<file path="config.mk">
export PLATFORM = sky130hd
export DESIGN_NAME = instr_fetch
export DESIGN_NICKNAME = d
export VERILOG_FILES = /design/src/rtl/instr_fetch.sv
export SDC_FILE = /design/constraint.sdc
export NUM_CORES = 1
export LEC_CHECK = 0
export ABC_AREA = 1
export BUFFER_PORTS_ARGS = -buffer_cell sky130_fd_sc_hd__buf_4
export CAP_MARGIN = 20
export CORE_UTILIZATION = 35
export CTS_CLUSTER_DIAMETER = 200
export DETAILED_ROUTE_END_ITERATION = 10
export MAX_ROUTING_LAYER = met4
export PLACE_DENSITY_LB_ADDON = 0.08
export RECOVER_POWER = 100
export SLEW_MARGIN = 10
export SYNTH_ARGS = -nofsm -noshare
export SYNTH_HDL_FRONTEND = slang
export SYNTH_SLANG_ARGS = --single-unit
</file>
<file path="constraint.sdc">
create_clock -name clk -period 2.15 [get_ports clk]
set_clock_uncertainty 0.1 [all_clocks]
set_input_delay 0.215 -clock clk [delete_from_list [all_inputs] [get_ports clk]]
set_output_delay 0.215 -clock clk [all_outputs]
set_load 0.03 [all_outputs]
</file>
<file path="src/rtl/instr_fetch.sv">
// Instruction fetch front end: sequences the PC, requests words from a one-cycle-latency ROM and
// queues them in a small prefetch FIFO for issue to the controller over valid/ready.
//
// state  | meaning
// S_RUN  | fetching whenever buffer + in-flight leaves room
// S_HALT | halt word captured; no requests until redirect or reset
module instr_fetch #(
  parameter int unsigned     PC_W       = 8,
  parameter int unsigned     DEPTH      = 2,
  parameter logic [PC_W-1:0] START_ADDR = '0,
  parameter logic [8:0]      HALT_INSTR = 9'h1FF
) (
  input  logic            clk,
  input  logic            reset,
  output logic            imem_en,
  output logic [PC_W-1:0] imem_addr,
  input  logic [8:0]      imem_data,
  output logic [8:0]      instr_out,
  output logic [PC_W-1:0] instr_pc,
  output logic            instr_valid,
  input  logic            instr_ready,
  input  logic            redirect,
  input  logic [PC_W-1:0] redirect_target,
  output logic            done
);

  localparam int unsigned PW = (DEPTH > 1) ? $clog2(DEPTH) : 1;
  localparam int unsigned CW = $clog2(DEPTH + 1);

  typedef enum logic {S_RUN, S_HALT} state_t;

  state_t          state, state_nxt;
  logic [PC_W-1:0] pc;
  logic [PC_W-1:0] req_pc;
  logic            inflight;
  logic [8:0]      buf_instr [DEPTH];
  logic [PC_W-1:0] buf_pc    [DEPTH];
  logic [PW-1:0]   rd_ptr, wr_ptr;
  logic [CW-1:0]   count;
  logic            pop, push, halt_hit, room;

  function automatic logic [PW-1:0] inc_ptr(input logic [PW-1:0] p);
    return (p == PW'(DEPTH - 1)) ? '0 : p + 1'b1;
  endfunction

  assign instr_valid = (count != '0);
  assign pop         = instr_valid & instr_ready;
  // A redirect discards the response arriving this cycle.
  assign push        = inflight & ~redirect;
  assign halt_hit    = push & (imem_data == HALT_INSTR);
  assign room        = ({1'b0, count} + (CW+1)'(inflight)) < ((CW+1)'(DEPTH) + (CW+1)'(pop));
  assign imem_en     = ~reset & (state == S_RUN) & ~redirect & room;
  assign imem_addr   = pc;
  assign instr_out   = instr_valid ? buf_instr[rd_ptr] : '0;
  assign instr_pc    = instr_valid ? buf_pc[rd_ptr]    : '0;

  always_comb begin
    state_nxt = state;
    if (redirect)      state_nxt = S_RUN;
    else if (halt_hit) state_nxt = S_HALT;
  end

  always_ff @(posedge clk or posedge reset) begin
    if (reset) state <= S_RUN;
    else       state <= state_nxt;
  end

  always_ff @(posedge clk or posedge reset) begin
    if (reset) begin
      pc       <= START_ADDR;
      req_pc   <= '0;
      inflight <= 1'b0;
      rd_ptr   <= '0;
      wr_ptr   <= '0;
      count    <= '0;
      done     <= 1'b0;
    end else if (redirect) begin
      pc       <= redirect_target;
      inflight <= 1'b0;
      rd_ptr   <= '0;
      wr_ptr   <= '0;
      count    <= '0;
      done     <= 1'b0;
    end else begin
      if (imem_en) begin
        pc     <= pc + 1'b1;
        req_pc <= pc;
      end
      // A request issued on the same edge the halt word lands is dropped.
      inflight <= imem_en & ~halt_hit;
      if (push) wr_ptr <= inc_ptr(wr_ptr);
      if (pop)  rd_ptr <= inc_ptr(rd_ptr);
      count <= count + CW'(push) - CW'(pop);
      if (pop && instr_out == HALT_INSTR) done <= 1'b1;
    end
  end

  // Payload storage needs no reset: outputs are masked while the buffer is empty.
  always_ff @(posedge clk) begin
    if (push) begin
      buf_instr[wr_ptr] <= imem_data;
      buf_pc[wr_ptr]    <= req_pc;
    end
  end

endmodule

</file>
==> results.toml <==
[run_status]
status = "complete, no violations"

[sta]
period_needed_ns = 2.00
hold_violations = 0
finalSetupViolCount = 0
drv_slew = 0
clock.fmax_ghz = 0.499
period_share_pct = 93.2
tns_ns = 0
holdWs_ns = 0.0191
worstMarginPinSlew_ns = 1.30
relSlewSlack_pct = 13.0

[critical_path]
cp-startpoint = "count[1]"
cp-end-kind = "output pin"
crit_family = "buffers and inverters"
worstSetupPathType = "register to output pin"
reg2reg_to = "imem_addr[1]"
worstPathRequired_ns = 1.84
crit_path_start_kind = "register"
cpPeakStageDelay_ns = 0.43
reg2reg_depth = 9
crit_chain = "inv_2 > nand2_4 > inv_1 > a21oi_1 > buf_4"
critPathArrivalTime_ns = 1.69
crit_fanout = 15
r2r_start = "inflight"
cpMaxStageDelayCell = "inv_1"
critPathBufInv = 3
r2r_slack_ns = 0.31

[placed_design]
dpl.cell_count = 391
dp_hpwl_mm = 3.64
gp_congestion = 0.750
numPortBuffers = 48

[floorplan]
die-area_mm2 = 0.00766
rows = 30
initial_utilization_pct = 36.9
core_mm2 = 0.00694
die_x_um = 87.5
die_height_um = 87.5
io_pins = 49

[hold_path]
worstHoldEndpoint = "imem_addr[1]"
min_from = "redirect_target[1]"
worstHoldPathCells = 3
hp-class = "input port to register"

[synth]
syn_area_mm2 = 0.00256
synth_edf_count = 34
syn_inst = 251
async_flop_share_pct = 40.4
synth_top_cell_by_area = "edfxtp_1"
synth_flop_cell = "edfxtp_1"
synth_area_leaders = "edfxtp_1, dfrtp_1, nand2_1"
ys_seq_elements = 57
synth_top_area_share_pct = 39.9
yosysMostFrequentCell = "nand2_1"
syn_area_per_cell_um2 = 10.2
yosysWarnings = 0
synth_common_cells = "nand2_1, edfxtp_1, dfrtp_1, nand3_1, a21oi_1"
synth_fp_nets = 277
ys_types = 28
synth_seq_area_share_pct = 62.3

[cts]
cts_root_buf = "clkbuf_8"
clk_pin_slew_worst_paths_ns = 0.06
clock_sinks = 57
cts_tree = "done"
clk_latency_ns = 0.33
numCtsBuffers = 9
cts.path.max_buffers = 2
htree_num_levels = 3

[pwr]
worst_ir_drop_vdd_mv = 0.305
powerDensity_mw_per_mm2 = 1110
total_power_mw = 3.69
power_leakage_nw = 1.51

[drt]
drt-initial-drc-count = 84
wl_per_cell_um = 13.1
drc = 0
vias = 1927
drtAntennaViolNets = 0
drt-pass1-iter-count = 4
via_per_inst = 4.48
wirelength_mm = 5.62

[global_route]
antenna_found_initial = 0
track_usage_pct = 16.8
overflow = 0
grt_pass1_vias = 1843
grt_max_degree = 24
grt_pass1_wl_mm = 9.19

[final_layout]
area_growth_pct = 30.2
stdcell_count = 430
drive_above_1_share_pct = 22.2
antenna_cells = 0
final_nets = 355
fillers = 711

[flow_run]
maxCapViolCount = 0
-- area by class of cell --
class | count | area, um^2 | area share [%]
Inverter | 20 | 83.8 | 2.51
Clock buffer | 10 | 128 | 3.83
Timing Repair Buffer | 77 | 497 | 14.9
Multi-Input combinational cell | 164 | 828 | 24.8
Tap cell | 96 | 120 | 3.60
Sequential cell | 57 | 1600 | 47.9
Clock inverter | 6 | 82.6 | 2.48
-- state kept, by name, summed over array words and instances, names as in the netlist --
signal and cells:
buf_instr 18, buf_pc 16, count 2, done 1
imem_addr 8, inflight 1, rd_ptr 1, req_pc 8
state 1, wr_ptr 1
-- report_power, final --
group	internal (mW)	leakage, nW	total, mW	switching [mW]
sequential	1.37	0.601	1.51	0.137
clock	0.647	0.108	1.07	0.423
combinational	0.354	0.805	1.12	0.766
-- through the flow --
stage | area, um^2 | setup WS (ns) | utilization, %
after floorplan | 2560 | 0.433 | -
after global placement | 3030 | 0.377 | 43.6
after detailed placement | 3030 | 0.321 | 43.6
after CTS | 3380 | 0.00466 | 48.6
after global routing | 3340 | -0.000101 | 48.0
final | 3340 | 0.145 | 48.0
-- worst max-delay path by stage --
stage                               to  slack (ns)  cells after the start
after detailed placement      count[1]        0.32                      8
after global placement        count[1]        0.38                      8
after CTS                      imem_en       0.005                      6
final                     instr_out[7]        0.15                      5
after floorplan           instr_out[0]        0.43                      5
after global routing           imem_en     -0.0001                      8
-- cells by family (layout without fill, tap and decap cells) --
kind of cell,after synthesis,count (layout),synth area share (%)
AOI/OAI and AO/OA,27,27,5.52
xor gates and xnor gates,6,6,2.05
and+or+nand+nor,126,126,22.3
adders and majority gates,5,5,2.44
buffers and inverters,30,113,5.32
DFF,57,57,62.3
-- tightest hold or removal path, delay by kind of cell --
family | cells | cell delay (ns)
buffers and inverters | 1 | 0.08
AND/OR/NAND/NOR | 2 | 0.12
-- placed cells by master (no fill, tap or decap), types with 3 or more instances in the layout --
cell type / Yosys / layout
dlygate4sd3_1: 0 / 15
buf_2: 3 / 5
nand2_2: 3 / 3
edfxtp_1: 34 / 34
nor2_1: 12 / 12
inv_1: 17 / 17
clkbuf_8: 0 / 9
a21oi_1: 18 / 18
clkbuf_1: 5 / 20
or2_2: 3 / 3
o21ai_0: 4 / 7
dfrtp_1: 23 / 23
nand3_1: 23 / 23
ha_1: 5 / 5
xor2_1: 4 / 4
buf_4: 0 / 23
clkbuf_2: 0 / 14
nand2_1: 74 / 74
nand3_2: 5 / 5
-- metal layers --
metal	share of wire [%]	vias up	track usage, %
li1	-	995	-
met1	52	886	23.2
met2	44	42	23.8
met3	3.1	4	4.24
met4	0.77	0	6.26
met5	0	-	-
-- what timing repair did --
item | in CTS | in global routing
endpoints found under the setup margin | 0 | 2
setup buffers | 0 | 8
resized for setup | 0 | 3
hold buffers | 14 | 1
endpoints found under the hold margin | 45 | 1
(Power assumes the default switching activity.)
